### src/rtl/prng_scheduler_pkg.sv
// prng_scheduler_pkg: shared FSM state encoding and the LFSR step function
//   state_t   : IDLE, LOAD, GEN, DELIVER
//   lfsr_step : one Fibonacci shift, s_next = {s[w-2:0], ^(s & mask)}, evaluated at width w
package prng_scheduler_pkg;
  typedef enum logic [1:0] {IDLE, LOAD, GEN, DELIVER} state_t;
  localparam int MAX_W = 64;
  // Callers zero-extend their state and mask to MAX_W and truncate the result back to w bits.
  function automatic logic [MAX_W-1:0] lfsr_step(input logic [MAX_W-1:0] s, input logic [MAX_W-1:0] mask, input int w);
    logic [MAX_W-1:0] keep;
    keep = (MAX_W'(1) << w) - MAX_W'(1);
    return ((s << 1) | MAX_W'(^(s & mask & keep))) & keep;
  endfunction
endpackage

### src/rtl/prng_scheduler_rr_arbiter.sv
// rr_arbiter: round-robin pick of the first asserted request at or above the pointer, wrapping upward
//   i_req    : request vector
//   i_ptr    : index where the search starts
//   o_onehot : one-hot winner (zero when no request)
//   o_idx    : winner index
//   o_any    : at least one request asserted
module rr_arbiter #(
  parameter int NUM_REQ = 4
) (
  input  logic [NUM_REQ-1:0]         i_req,
  input  logic [$clog2(NUM_REQ)-1:0] i_ptr,
  output logic [NUM_REQ-1:0]         o_onehot,
  output logic [$clog2(NUM_REQ)-1:0] o_idx,
  output logic                       o_any
);
  localparam int IW = $clog2(NUM_REQ);
  // Scan offsets from farthest to nearest so the nearest asserted request is written last and wins.
  always_comb begin
    o_idx = '0;
    for (int k = NUM_REQ - 1; k >= 0; k--)
      if (i_req[(int'(i_ptr) + k) % NUM_REQ]) o_idx = IW'((int'(i_ptr) + k) % NUM_REQ);
  end
  assign o_any    = |i_req;
  assign o_onehot = o_any ? (NUM_REQ'(1) << o_idx) : '0;
endmodule

### src/rtl/prng_scheduler.sv
// prng_scheduler: shares one Fibonacci LFSR among NUM_REQ requesters, one fresh word per grant
//   clk, reset           : clock, asynchronous active-high reset
//   enable               : permits new arbitration in IDLE
//   seed_load, seed_in   : load a new seed (zero seed falls back to SEED)
//   req                  : level requests
//   gnt, rnd_valid       : one-cycle grant pulse and coincident valid
//   rnd_data             : delivered word, held until the next delivery
//   busy                 : FSM is not in IDLE
module prng_scheduler
  import prng_scheduler_pkg::*;
#(
  parameter int               NUM_REQ  = 4,
  parameter int               WIDTH    = 8,
  parameter logic [WIDTH-1:0] TAP_MASK = 8'hAA,
  parameter logic [WIDTH-1:0] SEED     = 8'hFF,
  parameter int               STEPS    = WIDTH
) (
  input  logic               clk,
  input  logic               reset,
  input  logic               enable,
  input  logic               seed_load,
  input  logic [WIDTH-1:0]   seed_in,
  input  logic [NUM_REQ-1:0] req,
  output logic [NUM_REQ-1:0] gnt,
  output logic [WIDTH-1:0]   rnd_data,
  output logic               rnd_valid,
  output logic               busy
);
  localparam int IW = $clog2(NUM_REQ);
  localparam int CW = $clog2(STEPS + 1);
  state_t               r_state, w_next;
  logic [CW-1:0]        r_cnt;
  logic [WIDTH-1:0]     r_lfsr, r_seed, r_data, w_step;
  logic [IW-1:0]        r_ptr, r_win, w_idx;
  logic [NUM_REQ-1:0]   r_win_oh, r_gnt, w_onehot;
  logic                 r_valid, w_any;
  rr_arbiter #(.NUM_REQ(NUM_REQ)) u_arb (
    .i_req    (req),
    .i_ptr    (r_ptr),
    .o_onehot (w_onehot),
    .o_idx    (w_idx),
    .o_any    (w_any)
  );
  assign w_step    = WIDTH'(lfsr_step(MAX_W'(r_lfsr), MAX_W'(TAP_MASK), WIDTH));
  assign busy      = r_state != IDLE;
  assign gnt       = r_gnt;
  assign rnd_valid = r_valid;
  assign rnd_data  = r_data;
  // Seed load outranks arbitration; GEN runs until the counter has counted down to zero.
  always_comb begin
    w_next = r_state;
    unique case (r_state)
      IDLE:    w_next = seed_load ? LOAD : (enable && w_any) ? GEN : IDLE;
      LOAD:    w_next = IDLE;
      GEN:     w_next = (r_cnt == '0) ? DELIVER : GEN;
      default: w_next = IDLE;
    endcase
  end
  always_ff @(posedge clk or posedge reset) begin
    if (reset) begin
      r_state  <= IDLE;
      r_cnt    <= '0;
      r_lfsr   <= SEED;
      r_seed   <= '0;
      r_data   <= '0;
      r_ptr    <= '0;
      r_win    <= '0;
      r_win_oh <= '0;
      r_gnt    <= '0;
      r_valid  <= 1'b0;
    end else begin
      r_state <= w_next;
      r_gnt   <= '0;
      r_valid <= 1'b0;
      unique case (r_state)
        IDLE: begin
          if (seed_load) r_seed <= seed_in;
          else if (enable && w_any) begin
            r_win    <= w_idx;
            r_win_oh <= w_onehot;
            r_cnt    <= CW'(STEPS - 1);
          end
        end
        LOAD: r_lfsr <= (r_seed == '0) ? SEED : r_seed;
        GEN: begin
          r_lfsr <= w_step;
          r_cnt  <= r_cnt - 1'b1;
          if (r_cnt == '0) begin
            r_data  <= w_step;
            r_gnt   <= r_win_oh;
            r_valid <= 1'b1;
          end
        end
        default: r_ptr <= (r_win == IW'(NUM_REQ - 1)) ? '0 : r_win + 1'b1;
      endcase
    end
  end
endmodule

### config.mk
export PLATFORM = sky130hd
export DESIGN_NAME = prng_scheduler
export DESIGN_NICKNAME = d
export VERILOG_FILES = /design/src/rtl/prng_scheduler_pkg.sv /design/src/rtl/prng_scheduler_rr_arbiter.sv /design/src/rtl/prng_scheduler.sv
export SDC_FILE = /design/constraint.sdc
export NUM_CORES = 1
export LEC_CHECK = 0
export BUFFER_PORTS_ARGS = -buffer_cell sky130_fd_sc_hd__buf_2
export CAP_MARGIN = 20
export CORE_MARGIN = 10
export CORE_UTILIZATION = 47
export CTS_CLUSTER_SIZE = 14
export DETAILED_ROUTE_END_ITERATION = 8
export HOLD_SLACK_MARGIN = 0.15
export PLACE_DENSITY = 0.67
export SLEW_MARGIN = 0
export SYNTH_ARGS = -nofsm -noshare
export SYNTH_HDL_FRONTEND = slang
export SYNTH_HIERARCHICAL = 1
export SYNTH_SLANG_ARGS = --single-unit
### constraint.sdc
create_clock -name clk -period 1.7 [get_ports clk]
set_input_delay 0.17 -clock clk [delete_from_list [all_inputs] [get_ports clk]]
set_output_delay 0.17 -clock clk [all_outputs]
set_load 0.1 [all_outputs]
# Word level (Yosys, flattened, before mapping)
# Index checks and enable logic that the tools add are counted.
# Widths: inputs -> output; s select.
# totals
regBits	43
inputBits	16
out_inout_bits	14
# classes
n_addsub	5
order_cmp	4
eq_ne	5
shift	1
muxes	30
n_bitwise	5
n_reduce_logical	17
# op_table
operator	n
$reduce_xor 64->1	1
$mux 4	5
$pmux 8 s2	1
$mux 2	7
$lt 3x4->1 const B	3
$mux 1	10
$bmux 1 s2	4
$logic_not 8->1	1
$mux 8	1
$or 8x1->8	1
$pmux 4 s2	1
$reduce_and 3->1	2
$reduce_bool 2->1	3
$reduce_or 2->1	3
$add 2x1->2 const B	2
$add 2x2->2 const B	2
$eq 2x2->1 const B	2
$logic_not 4->1	1
$ne 2x2->1 const B	2
$pmux 2 s2	1
$reduce_and 2->1	2
$reduce_or 4->1	1
$shl 1x2->4 const A	1
$sub 4x1->4 const B	1
7 further kinds	9

# Depth between registers and ports, before layout
# Gate-level depths: netlist (run 1).
# logic_depth
depth_word	12
ltp_mapped	7

# Hierarchy
# The synthesis (run 1) kept the hierarchy.
# by_module_without_submodules
module	instances	cells_each	area_per_inst_um2
prng_scheduler	1	142	1948.1
rr_arbiter	1	33	211.5

# Least setup slack after synthesis (run 1)
# Ideal clock, no wire load.
# synth_timing
kind	flip-flop to flip-flop
from	reg r_state[0]
to	reg r_cnt[3]
setup_ns	0.126
t_arrival_ns	1.996
path_slack_ns	-0.422
stages_incl_launch_ff	7
cell_sequence	dfrtp_1 -> inv_1 -> ha_1 -> clkbuf_2 -> inv_1 -> a21boi_0 -> a221o_1
# synth_between
elab_chain_len	3
elab_cells_between_ends	7
# synth_lines
item	line_no	source
start, declared	prng_scheduler.sv:31	state_t r_state, w_next;
start signal, assigned	prng_scheduler.sv:72	r_state <= w_next;
$eq 2x2->1 or $logic_not 2->1 (tied branches)	prng_scheduler.sv:75	unique case (r_state)
$reduce_bool 2->1 (no line) or $ne 2x2->1 (tied branches)	n/a	
$reduce_and 3->1 (no line)	n/a	
end signal, assigned	prng_scheduler.sv:81	r_cnt <= CW'(STEPS - 1);
end signal, assigned	prng_scheduler.sv:87	r_cnt <= r_cnt - 1'b1;
end, declared	prng_scheduler.sv:32	logic [CW-1:0] r_cnt;
# Several ways; a longest one is shown, not always the timed one.
# A chain may end at the register's enable or synchronous reset.

# Final worst setup path (run 1)
# layout_timing
from	reg r_state[0]
to	out busy
# layout_between
elab_chain_len	1
# layout_lines
item	line_no	source
$reduce_bool 2->1	prng_scheduler.sv:45	assign busy = r_state != IDLE;
end, declared	prng_scheduler.sv:27	output logic busy
# Every way passes these cells.

==> run_results.csv, run 1 <==
group,metric,value,unit
layout,n_fill_cell,367,
drt,drt_wl_total,4481,um
timing,max_freq,612.7,MHz
min_path,hp-class,"primary input to flip-flop",
layout,multi_input_area,944.7,um2
synthesis,synthXorXnorAreaFrac,1.217,%
global_route,use_met3,4.735,%
synthesis,yosysTopAreaCellShare,40.56,%
floorplanning,rows,24,
clock_tree,cts_buffers,5,
power,power_leakage,0.001173,uW
global_route,grt_pass1_wl,7659,um
setup_path,crit_required,1.53,ns
timing,clock_skew,0.008615,ns
global_route,grt-busiest-layer,"met2",
floorplanning,die_height,87.79,um
placed_design,placed_cell_area,0.002359,mm2
drt,viasPerCell,5.587,
job,maxCapViolCount,0,
layout,final_common_cell,"dfrtp_1",
timing,setup-tns-final,0,ns
floorplanning,io_pins,30,
power,p_per_area,1755,mW/mm2
synthesis,ys_types,42,
timing,slew_viol_final,0,
synthesis,synth-seq-cells,43,
min_path,whs_path_depth,3,
drt,wl_per_cell,16.66,um
layout,antenna_cells,0,
placed_design,dp_cells,252,
global_route,grt_overflow,0,
clock_tree,worstSkewPairLatency,0.29,ns
timing,hold_violations,0,
setup_path,cp_cell_sequence,"inv_1, ha_2, buf_4, clkinvlp_4, buf_12",
synthesis,netlist_instances,175,
drt,drt_iter0_markers,66,
floorplanning,start_util,48.92,%
synthesis,syn_avg_cell_area,12.34,um2
clock_tree,clkTransAtPathRegs,0.07,ns
timing,slew_headroom,65.08,%
setup_path,r2r-start,"r_state[0]",
global_route,track_usage,12.40,%
setup_path,critPathTopFamily,"buffers and inverters",
synthesis,synthFlopType,"dfrtp_1",
floorplanning,dieArea,0.007706,mm2
layout,final_core_util,57.65,%
timing,rsz0062_at_grt,"true",
clock_tree,post_cts_buffers,0,
synthesis,synth-simple-area-share,8.691,%
min_path,min_from,"enable",
global_route,grt_max_degree,44,
setup_path,setup.worst_path.class,"flip-flop to output pin",
clock_tree,clock-sinks,43,
setup_path,r2r_setup_slack,0.14,ns
global_route,antenna_found_initial,0,
setup_path,worstReg2RegEnd,"r_cnt[3]",
outcome,status,"complete, no violations",
setup_path,max_stage_delay,0.38,ns
power,design_power_total,4466,uW
global_route,grt_pass1_vias,1601,
layout,drive_above_1_share,39.63,%
synthesis,synth_area,0.002160,mm2
drt,ant_nets,0,
layout,final_cells,269,
layout,seqCellArea,0.001086,mm2
clock_tree,htreeDepth,2,
synthesis,seq_area_frac_synth,50.29,%
setup_path,cp-end-kind,"output pin",
clock_tree,clock_path_buffers,2,
setup_path,cpMaxStageDelayCell,"dfrtp_1",
placed_design,post-dp-hpwl,3392,um
placed_design,gp_congestion,0.8884,
drt,drt_pre_antenna_iters,4,
synthesis,synthesis.nets,197,
power,worst_ir_drop_vdd,0.9003,mV
setup_path,reg2reg_depth,6,
floorplanning,core,0.004414,mm2
synthesis,synth_edf_count,0,
global_route,grt_util_met2,20.70,%
clock_tree,cts_tree,"yes",
synthesis,synth_top_family_by_area,"compound AO/OA/AOI/OAI gates",
timing,period_minus_slack,1.632,ns
min_path,hold_path_end,"r_state[1]",
synthesis,synth-compound-area-share,17.27,%
global_route,grt_util_met1,14.17,%
synthesis,yosysWarnings,6,
timing,tightestPinTransition,0.5237,ns
drt,vias,1503,
setup_path,worst-path-buf-inv,4,
synthesis,synthAdderAreaFrac,3.476,%
placed_design,port_buffers,29,
synthesis,synth.area.top_cells,"dfrtp_1, mux2_2, dfstp_2",
setup_path,critPathLaunchType,"flip-flop",
synthesis,ys_async_sr_fraction,100.0,%
layout,mostFrequentLayoutCells,"dfrtp_1, buf_2, mux2_2, inv_1",
clock_tree,clockRootBuffer,"clkbuf_8",
timing,fin_crit_sh,96.00,%
synthesis,yosys.area.top_type,"dfrtp_1",
setup_path,arrival,1.46,ns
layout,syn2layout_area_growth,17.84,%
setup_path,path_max_fanout,5,
floorplanning,dieWidth,87.79,um
layout,finish.net_count,238,
timing,setup-violations-final,0,
synthesis,synthMuxAreaShare,12.80,%
drt,drc_errors,0,
layout,final_area,0.002545,mm2
## kinds of logic after synthesis
| kind of cell | Yosys count |
|---|---|
| AOI/OAI and AO/OA | 50 |
| xor gates and xnor gates | 3 |
| adders and majority gates | 6 |
| buffers and inverters | 24 |
| DFF | 43 |
| muxes | 24 |
| and+or+nand+nor | 25 |
## layer usage
layer	routed length, um	vias to the layer above	part of all wire [%]
met1	1877	743	42
met5	0	-	0
met2	2293	46	51
met4	25	0	0.56
met3	285	2	6.4
li1	-	712	-
## state kept, by name, indices dropped and copies added, names as in the netlist
name	count
r_win	2
r_seed	8
r_cnt	4
r_state	2
r_win_oh	4
gnt	4
r_lfsr	8
rnd_data	8
rnd_valid	1
r_ptr	2
## cell usage after synthesis, types with 3 or more instances
library cell,number
a211oi_1,9
o2bb2ai_1,8
xnor2_1,3
a21oi_1,8
inv_1,13
dfrtp_1,35
and2_1,6
mux2_2,21
o21ai_0,9
ha_1,6
buf_6,3
dfstp_2,8
nand2_1,3
nor2_1,7
## worst max path at each step
| stage | start | to | slack [ns] | cells past startpoint |
|---|---|---|---|---|
| global placement | r_state[0] | r_cnt[3] | 0.20 | 5 |
| finish | r_state[0] | busy | 0.07 | 5 |
| detailed placement | r_state[0] | r_cnt[2] | 0.12 | 6 |
| CTS | r_state[0] | busy | 0.006 | 5 |
| floorplan | r_state[0] | r_cnt[1] | -0.01 | 6 |
| global route | r_state[0] | busy | -0.02 | 5 |
## tightest hold or removal path, stage by stage
cell and delay [ns]:
buf_2 0.11, nand4b_4 0.14, nand2_1 0.06
## layout make-up
| cell class | instances | share of cell area (%) |
|---|---|---|
| timing repair buffer | 45 | 12.05 |
| inverter | 13 | 2.212 |
| clock inverter | 2 | 0.5408 |
| multi-input combinational | 108 | 37.12 |
| tap | 52 | 2.557 |
| clock buffer | 6 | 2.852 |
| sequential | 43 | 42.67 |
## power by group
group          internal [uW]  switching, uW  total [uW]
clock                    290            337         627
sequential              1480            403        1880
combinational            844           1110        1960
total                   2610           1850        4470
## metrics by stage
step | hold slack, ns | worst slack [ns]
floorplan | 0.3206 | -0.01395
global placement | 0.3178 | 0.2016
detailed placement | 0.3392 | 0.1205
CTS | 0.2289 | 0.006262
global route | 0.2351 | -0.01804
finish | 0.2384 | 0.06799
## what timing repair did
item                                   CTS  global route
endpoints found under the hold margin   43             0
hold buffers                             9             0
gates resized for setup                  0             3
setup endpoints to repair                0             2
Power figures use the tool's default switching activity.
==> run 2, diff against run 1 <==
- CORE_UTILIZATION: 47 -> 40
- PLACE_DENSITY: 0.67 -> unset
- REMOVE_ABC_BUFFERS: unset -> 1
==> run 2 against run 1 <==
Compared with the run above: clock power increased by 11%; critical endpoint is now r_cnt[3]; power decreased by 0.72%; setup slack improved by 0.067 ns; critical path depth increased by 1; sequential power about the same; highest routed layer unchanged; routed wire length decreased by 11%; die area increased by 13%.
==> run_results.csv, run 2 (same netlist as run 1, synthesis figures left out) <==
group,metric,value,unit
outcome,status,"complete, no violations",
layout,drive_above_1_share,37.79,%
drt,ant_nets,0,
timing,fin_crit_sh,92.07,%
drt,wl_per_cell,13.93,um
layout,syn2layout_area_growth,18.71,%
floorplanning,start_util,41.75,%
timing,max_freq,638.9,MHz
floorplanning,core,0.005172,mm2
clock_tree,cts_buffers,5,
clock_tree,htreeDepth,2,
clock_tree,worstSkewPairLatency,0.29,ns
global_route,track_usage,10.09,%
placed_design,post-dp-hpwl,2951,um
drt,drt_iter0_markers,79,
layout,final_area,0.002564,mm2
power,power.switching,1767,uW
global_route,antenna_found_initial,0,
timing,slew_headroom,65.09,%
placed_design,port_buffers,29,
timing,setup-tns-final,0,ns
global_route,grt_pass1_wl,7231,um
timing,tightestPinTransition,0.5237,ns
clock_tree,cts_tree,"yes",
min_path,hp-class,"primary input to flip-flop",
layout,finish.net_count,238,
power,intPower,2667,uW
global_route,grt_overflow,0,
floorplanning,dieArea,0.008738,mm2
placed_design,dp_cells,270,
power,clockPowerShare,15.6,%
clock_tree,clock_path_buffers,2,
clock_tree,clkTransAtPathRegs,0.07,ns
timing,clock_skew,0.006196,ns
drt,drt_wl_total,3997,um
layout,antenna_cells,0,
placed_design,gp_congestion,0.7488,
power,power_leakage,0.001187,uW
clock_tree,clockRootBuffer,"clkbuf_8",
drt,vias,1440,
drt,viasPerCell,5.017,
drt,drt_pre_antenna_iters,4,
layout,n_fill_cell,459,
layout,final_cells,287,
floorplanning,die_height,93.48,um
layout,final_core_util,49.56,%
power,pwr-share-seq,41.9,%
global_route,grt_max_degree,44,
timing,rsz0062_at_grt,"true",
power,p_per_area,1729,mW/mm2
floorplanning,dieWidth,93.48,um
timing,period_minus_slack,1.565,ns
clock_tree,clock-sinks,43,
setup_path,path_max_fanout,13,
timing,setup-violations-final,0,
floorplanning,io_pins,30,
setup_path,critPathLaunchType,"flip-flop",
timing,hold_violations,0,
setup_path,crit_required,1.87,ns
setup_path,setup.worst_path.class,"flip-flop to flip-flop",
placed_design,placed_cell_area,0.002374,mm2
global_route,grt_pass1_vias,1512,
clock_tree,post_cts_buffers,0,
floorplanning,rows,26,
timing,slew_viol_final,0,
setup_path,cp-end-kind,"flip-flop",
power,swShare,39.84,%
power,p_comb_share,42.5,%
layout,final_common_cell,"dfrtp_1",
job,maxCapViolCount,0,
power,worst_ir_drop_vdd,1.012,mV
drt,drc_errors,0,
layout,mostFrequentLayoutCells,"dfrtp_1, buf_2, mux2_2, inv_1",
setup_path,arrival,1.74,ns
[run 2: final timing paths]
kind	start	endpoint	slack (ns)	depth (start not counted)
max	r_state[0]	r_cnt[3]	0.13	6
min	enable	r_state[1]	0.24	3
max reg2reg	r_state[0]	r_cnt[3]	0.13	6
min reg2reg	r_win_oh[1]	gnt[1]	0.48	1
max in group asynchronous	reset	r_lfsr[2]	0.78	4
min in group asynchronous	reset	rnd_data[7]	0.55	4
[run 2: layout make-up]
class,count,area [um2],area share [%]
clock buffers,8,100.1,3.904
inverters,13,48.80,1.903
multi-input cells,108,938.4,36.60
flip-flops and latches,43,1086,42.36
well taps,70,87.58,3.416
repair buffers,45,302.8,11.81
[run 2: repair_timing]
item,4_1_cts,5_1_grt
hold endpoints to repair,43,0
setup endpoints to repair,0,2
gates resized for setup,0,1
hold buffers,9,0
[run 2: critical path: stages (launching register included)]
cell       delay (ns)
dfrtp_1          0.35
inv_1            0.06
ha_1             0.20
buf_4            0.18
inv_1            0.31
a2111oi_4        0.07
a221o_1          0.27
[run 2: routing by layer]
layer	wire length, um	global-route usage, %	vias to the layer above
li1	-	-	716
met1	1885	12.87	694
met2	1798	15.08	24
met3	229	3.357	6
met4	82	4.627	0
met5	0	0	-
[run 2: stage by stage]
stage | total power [uW] | hold slack (ns) | worst slack [ns]
3_5_place_dp | 3757 | 0.3446 | 0.08707
6_report | 4434 | 0.2382 | 0.1348
3_3_place_gp | 3725 | 0.3346 | 0.1222
5_1_grt | 4780 | 0.2553 | -0.01268
2_1_floorplan | 3210 | 0.3206 | -0.3874
4_1_cts | 4486 | 0.2268 | 0.09054
[run 2: power by group through the flow]
stage,sequential [uW],clock [uW],combinational (uW)
finish,1860,693,1880
CTS,1860,722,1910
floorplan,1990,0,1220
detailed placement,1880,0,1880
global placement,1870,0,1860
global route,1930,767,2090
==> run 3, diff against run 2 <==
- REMOVE_ABC_BUFFERS: 1 -> unset
==> run 3 against run 2 <==
Compared with the run above: critical endpoint is now rnd_data[5]; sequential power hardly changed; highest routed layer unchanged; critical path type unchanged; combinational power grew 5%; clock skew fell by 0.0013 ns; clock power grew 34%; die area unchanged.
==> run_results.csv, run 3 (same netlist as run 1, synthesis figures left out) <==
group,metric,value,unit
outcome,status,"complete, no violations",
clock_tree,clockRootBuffer,"clkbuf_8",
clock_tree,clock-sinks,43,
clock_tree,cts_tree,"yes",
clock_tree,cts_buffers,5,
placed_design,gp_congestion,0.8190,
drt,drt_pre_antenna_iters,4,
clock_tree,htreeDepth,2,
setup_path,arrival,1.77,ns
global_route,track_usage,11.07,%
drt,drt_wl_total,4298,um
placed_design,port_buffers,29,
power,intPower,2931,uW
floorplanning,core,0.005172,mm2
global_route,grt_pass1_vias,1587,
timing,setup-tns-final,0,ns
floorplanning,start_util,41.75,%
timing,fin_crit_sh,93.33,%
timing,rsz0062_at_grt,"false",
clock_tree,post_cts_buffers,0,
floorplanning,dieArea,0.008738,mm2
timing,final.setup.worst_slack,0.1134,ns
drt,wl_per_cell,14.82,um
global_route,grt_overflow,0,
placed_design,post-dp-hpwl,3052,um
setup_path,setup.worst_path.class,"flip-flop to flip-flop",
power,worst_ir_drop_vdd,1.027,mV
timing,slew_headroom,64.51,%
timing,hold_ws,0.2271,ns
power,power_leakage,0.001211,uW
layout,final_common_cell,"dfrtp_1",
setup_path,cp-end-kind,"flip-flop",
min_path,min_from,"enable",
power,swShare,38.34,%
floorplanning,dieWidth,93.48,um
min_path,whs_path_depth,3,
drt,vias,1472,
timing,max_freq,630.3,MHz
power,clockPowerShare,19.5,%
setup_path,reg2reg_depth,4,
drt,viasPerCell,5.076,
layout,drive_above_1_share,40.00,%
setup_path,r2r-start,"r_cnt[0]",
setup_path,r2r_setup_slack,0.11,ns
clock_tree,clock_path_buffers,2,
floorplanning,io_pins,30,
layout,antenna_cells,0,
power,power.switching,1823,uW
power,pwr-share-seq,39.1,%
timing,period_minus_slack,1.587,ns
timing,setup-violations-final,0,
drt,ant_nets,0,
power,p_per_area,1808,mW/mm2
setup_path,worstReg2RegEnd,"rnd_data[5]",
layout,finish.net_count,241,
setup_path,critPathLaunchType,"flip-flop",
clock_tree,worstSkewPairLatency,0.29,ns
floorplanning,rows,26,
clock_tree,clkTransAtPathRegs,0.08,ns
min_path,hold_path_end,"r_state[1]",
global_route,grt_max_degree,44,
timing,tightestPinTransition,0.5323,ns
global_route,grt_pass1_wl,7748,um
timing,hold_violations,0,
min_path,hp-class,"primary input to flip-flop",
layout,mostFrequentLayoutCells,"dfrtp_1, buf_2, mux2_2, inv_1, buf_4",
power,p_comb_share,41.5,%
drt,drt_iter0_markers,43,
job,maxCapViolCount,0,
drt,drc_errors,0,
timing,slew_viol_final,0,
floorplanning,die_height,93.48,um
timing,clock_skew,0.004893,ns
setup_path,crit_required,1.88,ns
placed_design,pre_cts_slack,0.09081,ns
global_route,antenna_found_initial,0,
layout,final_core_util,50.82,%
setup_path,path_max_fanout,9,
layout,syn2layout_area_growth,21.73,%
## run 3: worst max path at each step
stage,slack [ns],startpoint,to,depth (start not counted)
5_1_grt,0.03,r_cnt[0],rnd_data[6],4
2_1_floorplan,-0.01,r_state[0],r_cnt[1],6
6_report,0.11,r_cnt[0],rnd_data[5],4
3_5_place_dp,0.09,r_state[0],r_cnt[3],5
4_1_cts,0.04,r_state[0],busy,4
3_3_place_gp,0.16,r_cnt[0],rnd_data[3],4
## run 3: routing by layer
metal | global-route usage [%] | part of all wire (%) | vias to the layer above
met4 | 3.985 | 0.81 | 0
li1 | - | - | 721
met5 | 0 | 0 | -
met1 | 13.12 | 46 | 724
met2 | 17.40 | 47 | 23
met3 | 4.796 | 6.0 | 4
## run 3: critical path, stage by stage, from the launching register on
cell	delay, ns
dfrtp_1	0.39
inv_1	0.14
ha_1	0.17
and4bb_2	0.41
mux2_2	0.37
## run 3: timing repair
action | in CTS | in global routing
hold buffers | 9 | 0
setup endpoints to repair | 0 | 2
endpoints found under the hold margin | 43 | 0
resized for setup | 0 | 1
## run 3: layout make-up
class / count / area, um2
multi-input cells: 108 / 944.7
clock buffers: 6 / 72.57
repair buffers: 48 / 325.3
well taps: 70 / 87.58
flip-flops and latches: 43 / 1086
inverters: 13 / 52.55
clock inverters: 2 / 60.06
fillers: 470 / 2544
## run 3: through the flow
| stage | std cells | cell area, um2 | total power [uW] |
|---|---|---|---|
| after detailed placement | 273 | 2404 | 3829 |
| after global routing | 290 | 2629 | 5106 |
| after CTS | 290 | 2626 | 4803 |
| after floorplan | 175 | 2176 | 3319 |
| after global placement | 273 | 2404 | 3806 |
| final | 290 | 2629 | 4754 |
## run 3: power groups by stage
stage          Clock (uW)  Sequential (uW)  Combinational, uW
2_1_floorplan           0             1970               1350
6_report              926             1860               1970
4_1_cts               954             1860               1990
5_1_grt               999             1920               2180
3_5_place_dp            0             1870               1960
3_3_place_gp            0             1880               1930
